===== src/rtl/ids_dma_pkg.sv =====
`default_nettype none
// ================================================================
// ids_dma_pkg : state type and bus constants for ids_dma_ctrl
// Rev 1.0
// ================================================================
package ids_dma_pkg;

    typedef enum logic [1:0] {
        S_IDLE  = 2'd0,
        S_READ  = 2'd1,
        S_WRITE = 2'd2
    } dma_state_e;

    localparam logic [3:0]  REGION_BUF = 4'h2;
    localparam logic [3:0]  REGION_PIM = 4'h4;
    localparam logic [3:0]  SIZE_WORD  = 4'hF;
    localparam logic [31:0] ADDR_STEP  = 32'd4;

    // Region nibble is kept; only the low 28 bits advance and wrap.
    function automatic logic [31:0] addr_inc(input logic [31:0] a);
        return {a[31:28], a[27:0] + ADDR_STEP[27:0]};
    endfunction

endpackage
`default_nettype wire


===== src/rtl/ids_dma_ctrl.sv =====
`default_nettype none
// ================================================================
// ids_dma_ctrl : single-channel buffer-SRAM -> Hybrid-PIM word DMA
// Build option : IDS_DMA_IRQ_EN enables the sticky interrupt flop
// Rev 1.0
// ================================================================
module ids_dma_ctrl
    import ids_dma_pkg::*;
#(
    parameter int LEN_W = 16
) (
    input  logic             i_clk,
    input  logic             i_rst_n,
    input  logic             i_start,
    input  logic             i_abort,
    input  logic [31:0]      i_src_addr,
    input  logic [31:0]      i_dst_addr,
    input  logic [LEN_W-1:0] i_len,
    output logic             o_busy,
    output logic             o_done,
    output logic             o_err,
    output logic             o_irq,
    output logic             o_req_dma,
    input  logic             i_gnt_dma,
    output logic [31:0]      o_dma_addr_0,
    output logic             o_dma_write_0,
    output logic             o_dma_read_0,
    output logic [3:0]       o_dma_size_0,
    output logic [31:0]      o_dma_din_0,
    input  logic [31:0]      i_dma_dout_0,
    output logic [31:0]      o_dma_addr_1,
    output logic             o_dma_write_1,
    output logic             o_dma_read_1,
    output logic [3:0]       o_dma_size_1,
    output logic [31:0]      o_dma_din_1,
    input  logic [31:0]      i_dma_dout_1
);

    dma_state_e       state_q, state_d;
    logic [31:0]      src_q, src_d;
    logic [31:0]      dst_q, dst_d;
    logic [LEN_W-1:0] cnt_q, cnt_d;
    logic [31:0]      data_q, data_d;
    logic             first_q, first_d;
    logic             done_q, done_d;
    logic             err_q, err_d;
    logic             w_rd0;
    logic             w_wr1;
    logic             w_desc_bad;
    logic             w_start_acc;
    logic             unused_dout1;

    assign unused_dout1 = ^i_dma_dout_1;

    assign w_desc_bad  = (i_src_addr[31:28] != REGION_BUF) ||
                         (i_dst_addr[31:28] != REGION_PIM) ||
                         (i_src_addr[1:0] != 2'b00) ||
                         (i_dst_addr[1:0] != 2'b00);
    assign w_start_acc = (state_q == S_IDLE) && i_start && !i_abort;

    always_comb begin
        state_d = state_q;
        src_d   = src_q;
        dst_d   = dst_q;
        cnt_d   = cnt_q;
        data_d  = data_q;
        first_d = 1'b0;
        done_d  = 1'b0;
        err_d   = err_q;
        w_rd0   = 1'b0;
        w_wr1   = 1'b0;
        if (i_abort) begin
            state_d = S_IDLE;
        end else begin
            case (state_q)
                S_IDLE: begin
                    if (i_start) begin
                        src_d = i_src_addr;
                        dst_d = i_dst_addr;
                        cnt_d = i_len;
                        err_d = w_desc_bad;
                        if (!w_desc_bad) begin
                            if (i_len == '0) done_d  = 1'b1;
                            else             state_d = S_READ;
                        end
                    end
                end
                S_READ: begin
                    if (i_gnt_dma) begin
                        w_rd0   = 1'b1;
                        first_d = 1'b1;
                        state_d = S_WRITE;
                    end
                end
                S_WRITE: begin
                    // Return data is only valid the cycle after the read strobe.
                    if (first_q) data_d = i_dma_dout_0;
                    if (i_gnt_dma) begin
                        w_wr1 = 1'b1;
                        src_d = addr_inc(src_q);
                        dst_d = addr_inc(dst_q);
                        cnt_d = cnt_q - LEN_W'(1);
                        if (cnt_q == LEN_W'(1)) begin
                            state_d = S_IDLE;
                            done_d  = 1'b1;
                        end else begin
                            state_d = S_READ;
                        end
                    end
                end
                default: state_d = S_IDLE;
            endcase
        end
    end

    always_ff @(posedge i_clk or negedge i_rst_n) begin
        if (!i_rst_n) begin
            state_q <= S_IDLE;
            src_q   <= '0;
            dst_q   <= '0;
            cnt_q   <= '0;
            data_q  <= '0;
            first_q <= 1'b0;
            done_q  <= 1'b0;
            err_q   <= 1'b0;
        end else begin
            state_q <= state_d;
            src_q   <= src_d;
            dst_q   <= dst_d;
            cnt_q   <= cnt_d;
            data_q  <= data_d;
            first_q <= first_d;
            done_q  <= done_d;
            err_q   <= err_d;
        end
    end

`ifdef IDS_DMA_IRQ_EN
    logic irq_q;
    always_ff @(posedge i_clk or negedge i_rst_n) begin
        if (!i_rst_n)                               irq_q <= 1'b0;
        else if (done_d || (w_start_acc && w_desc_bad)) irq_q <= 1'b1;
        else if (w_start_acc)                       irq_q <= 1'b0;
    end
    assign o_irq = irq_q;
`else
    assign o_irq = 1'b0;
`endif

    assign o_busy        = (state_q != S_IDLE);
    assign o_done        = done_q;
    assign o_err         = err_q;
    assign o_req_dma     = o_busy;
    assign o_dma_addr_0  = o_busy ? src_q : 32'h0;
    assign o_dma_addr_1  = o_busy ? dst_q : 32'h0;
    assign o_dma_read_0  = w_rd0;
    assign o_dma_size_0  = w_rd0 ? SIZE_WORD : 4'h0;
    assign o_dma_write_0 = 1'b0;
    assign o_dma_din_0   = 32'h0;
    assign o_dma_write_1 = w_wr1;
    assign o_dma_size_1  = w_wr1 ? SIZE_WORD : 4'h0;
    assign o_dma_din_1   = w_wr1 ? (first_q ? i_dma_dout_0 : data_q) : 32'h0;
    assign o_dma_read_1  = 1'b0;

endmodule
`default_nettype wire


===== config.mk =====
export PLATFORM = sky130hd
export DESIGN_NAME = ids_dma_ctrl
export DESIGN_NICKNAME = d
export VERILOG_FILES = /design/src/rtl/ids_dma_pkg.sv /design/src/rtl/ids_dma_ctrl.sv
export SDC_FILE = /design/constraint.sdc
export NUM_CORES = 1
export LEC_CHECK = 0
export ABC_AREA = 0
export BUFFER_PORTS_ARGS = -buffer_cell sky130_fd_sc_hd__buf_2
export CAP_MARGIN = 20
export CORE_MARGIN = 5
export CORE_UTILIZATION = 50
export CTS_CLUSTER_DIAMETER = 150
export DETAILED_ROUTE_END_ITERATION = 10
export GPL_TIMING_DRIVEN = 0
export PLACE_DENSITY = 0.82
export SKIP_CTS_REPAIR_TIMING = 1
export SLEW_MARGIN = 20
export SYNTH_ARGS = -nofsm -noshare
export SYNTH_HDL_FRONTEND = slang
export SYNTH_SLANG_ARGS = --single-unit

===== constraint.sdc =====
create_clock -name i_clk -period 2.4 [get_ports i_clk]
set_clock_uncertainty 0.1 [all_clocks]
set_input_delay 0.48 -clock i_clk [delete_from_list [all_inputs] [get_ports i_clk]]
set_output_delay 0.48 -clock i_clk [all_outputs]
set_load 0.01 [all_outputs]

==> summary.txt <==
Status
  – Run status: finished, violations left
  – Failing checks: setup timing

Synth
  – Post-synthesis mux area share: 0.0982
  – Xor/xnor share of the synthesized area: 0.00239
  – Gate Count Post-Synth: 860
  – Synth Area in Simple Gates: 0.264
  – Post-synth top flop: dfrtp_1
  – Post-Synthesis Cell Area: around 7300 um2
  – Synthesized flop and latch total: ~120
  – Post-synth EDFFs: 0
  – Synth Area in Compound Gates: 0.146
  – Largest family of logic cells by synthesized area: simple AND/OR/NAND/NOR gates
  – Register area share after synthesis: 0.399
  – Fraction of registers with async set/reset: 1.00
  – Synth cell types: 57
  – Post-Synth Adder-Cell Area: 0.00682
  – Synth warnings: 0
  – Syn_area_per_cell: approximately 8.5 um2

Setup path
  – Worst Setup Start Kind: flip-flop
  – Crit Reg-Reg Endpoint: data_q[25]$_DFFE_PN0P_
  – WP buf/inv: 5
  – CP max stage cell: dfrtp_1
  – Critical Path Start: state_q[1]$_DFFE_PN0P_
  – CP required: approximately 1800 ps
  – Setup slack, reg-to-reg: -20 ps
  – Critical path class: flip-flop to primary output
  – Most used cell, CP: buf_6
  – Crit path depth: 8
  – Worst path max stage delay: roughly 340 ps
  – CP Capture Type: primary output
  – Crit Reg-Reg Startpoint: state_q[0]$_DFFE_PN0P_
  – Cell family with most CP delay: buffers and inverters
  – Arrival @ worst endpoint: between 1500 and 2000 ps
  – CP endpoint: o_dma_din_1[21]
  – Worst reg2reg path depth: 6
  – Worst path cell trace: buf_6 > nor2b_4 > nand3b_1 > buf_6 > buf_12 > buf_8 > nor2_2 > buf_2
  – CP Max Fanout: 10

Power
  – Pwr Density: roughly 560 nW/um2
  – Static leakage: 4.73 nW
  – Maximum VDD drop: between 0.5 and 0.6 mV

Job
  – Max-Cap Viols: 0

Floorplanning
  – Die height: ~130 um
  – Row count: 44
  – Die width: 131 um
  – IO Pins: between 200 and 300
  – Effective utilization at floorplan: 0.507
  – Total die area: ~17000 um2
  – Core box area: between 10000 and 15000 um2

Drt
  – Initial drt markers: ~900
  – DRC viols: 0
  – Initial DRT Pass Iterations: 5
  – Antenna Nets Post-Route: 0
  – Via density per instance: a little under 6
  – Detailed Route WL: roughly 26000 um
  – Drt wl/cell: 19.4 um
  – Via count: slightly below 8000

Place
  – Routability Congestion: 0.988
  – DP HPWL: 18400 um
  – Port Buffers: approximately 230
  – Worst slack, placed: -869 ps
  – Dpl cells: about 1300

STA
  – Max-slew headroom: 0.472
  – Setup ws final: -113 ps
  – Max Clk Rate: around 0.4 GHz
  – Final Cycle Share: 1.05
  – RSZ-0062 raised after global routing: yes
  – Final setup TNS: -4520 ps
  – Setup violations, final: a little over 80
  – Fin. Hold Viols: 0
  – Final Critical Period: roughly 2500 ps
  – Slew @ Worst Pin: 793 ps
  – Max-slew violation count: 0
  – Fin Hold WS: between 150 and 200 ps

CTS
  – Total CTS buffers: 17
  – Clock sink count: 117
  – Later-pin clock latency in the skew report: 420 ps
  – CTS tree: done
  – Max clock buf depth: 2
  – Clk root buf: clkbuf_16
  – H-tree Lvls: 4
  – Clk slew on worst S/H paths: ~60 ps

Min path
  – Hold Path Class: input port to flip-flop
  – Hold path depth: 3

GRT
  – First-pass GRT wire length: 39600 um
  – GRT Total Usage: 0.284
  – Pin count of the biggest net entering global routing: 61
  – Vias in the first global route: ~7300
  – Initial antenna violation count: 3
  – GRT overflow: 0

Final layout
  – Fraction of layout cells with a size suffix above 1: 0.359
  – Filler cells: 1194
  – Leading cell type in the layout, fill and taps excluded: buf_2
  – Most frequent cells in the layout: 221 x buf_2, 116 x dfrtp_1, 89 x nand2_1
  – Non-filler cells, final: about 1300
  – Area growth from synthesis to layout: 34.4%
  – Final net count: 1300
-- worst min-delay path: cells and delay by family --
family / cells / cell delay, ps
buf+inv: 1 / 80
simple gates: 2 / 80
-- metal layers --
metal / part of all wire / wire length [um] / vias to the layer above / track usage
met3: 0.12 / 3040 / 69 / 0.0856
met2: 0.49 / 12700 / 501 / 0.457
met5: 0.00077 / 20 / - / 0
met1: 0.37 / 9520 / 3682 / 0.361
met4: 0.031 / 799 / 4 / 0.107
li1: - / - / 3581 / -
-- logic make-up (layout without fill, tap and decap cells) --
kind of cell,count (synthesis),count (layout)
other,1,36
muxes,68,68
and+or+nand+nor,386,386
adders and majority gates,4,4
AOI/OAI and AO/OA,165,165
xor gates and xnor gates,2,2
DFF,117,117
buffers and inverters,117,383
-- power breakdown --
group	switching, W	leakage (nW)	internal [W]
sequential	0.000234	1.45	0.00215
clock	0.000890	0.281	0.00154
combinational	0.000401	3.00	0.000299
total	0.00153	4.73	0.00399
-- layout make-up --
cell class | count | area (um2) | area share
clock buffer | 30 | 554 | 0.0562
sequential | 117 | 2930 | 0.297
tap | 184 | 230 | 0.0233
clock inverter | 2 | 10.0 | 0.00101
multi-input combinational | 660 | 4050 | 0.410
antenna | 1 | 2.50 | 0.000254
timing repair buffer | 235 | 1320 | 0.133
buffer | 103 | 731 | 0.0740
inverter | 13 | 48.8 | 0.00494
-- registers in the layout (all words and copies together) (netlist names) --
signal and count:
dst_q 32, first_q 1, data_q 32, src_q 32, state_q 2, cnt_q 16
o_err 1, o_done 1
-- synth_stat cells (all sizes together), types with 4 or more instances --
| master | n | area share |
|---|---|---|
| dfrtp | 117 | 0.40 |
| nor2 | 90 | 0.046 |
| nand2 | 89 | 0.046 |
| and2 | 59 | 0.050 |
| buf | 58 | 0.054 |
| clkbuf | 46 | 0.024 |
| a21oi | 44 | 0.030 |
| o21ai | 38 | 0.026 |
| mux2i | 36 | 0.049 |
| nor3 | 34 | 0.023 |
| nand3 | 33 | 0.022 |
| mux2 | 32 | 0.049 |
| nand4 | 20 | 0.017 |
| nor4 | 15 | 0.015 |
| o22ai | 13 | 0.011 |
| inv | 12 | 0.0061 |
| a211oi | 10 | 0.010 |
| or3 | 10 | 0.0085 |
| and3 | 9 | 0.0077 |
| o311ai | 8 | 0.0095 |
| a311oi | 7 | 0.0084 |
| a31oi | 6 | 0.0051 |
| a22oi | 5 | 0.0051 |
| a2bb2oi | 5 | 0.0060 |
| nand2b | 5 | 0.0043 |
| or4 | 5 | 0.0051 |
| ha | 4 | 0.0068 |
| o21a | 4 | 0.0041 |
-- per-stage QoR --
| step | util | power (W) | cell area [um2] |
|---|---|---|---|
| floorplan | - | 0.00276 | 7470 |
| global placement | 0.610 | 0.00304 | 8830 |
| detailed placement | 0.612 | 0.00307 | 8860 |
| CTS | 0.651 | 0.00548 | 9420 |
| global route | 0.682 | 0.00571 | 9870 |
| finish | 0.682 | 0.00552 | 9870 |
-- how the worst min path moves through the flow --
| stage | from | end | slack [ps] |
|---|---|---|---|
| floorplan | i_rst_n | cnt_q[0]$_DFFE_PN0P_ | 80 |
| global placement | dst_q[31]$_DFFE_PN0P_ | dst_q[31]$_DFFE_PN0P_ | 350 |
| detailed placement | src_q[1]$_DFFE_PN0P_ | src_q[1]$_DFFE_PN0P_ | 350 |
| CTS | i_rst_n | cnt_q[5]$_DFFE_PN0P_ | -30 |
| global route | i_src_addr[28] | src_q[28]$_DFFE_PN0P_ | 170 |
| finish | i_src_addr[29] | src_q[29]$_DFFE_PN0P_ | 170 |
Power figures use the tool's default switching activity.
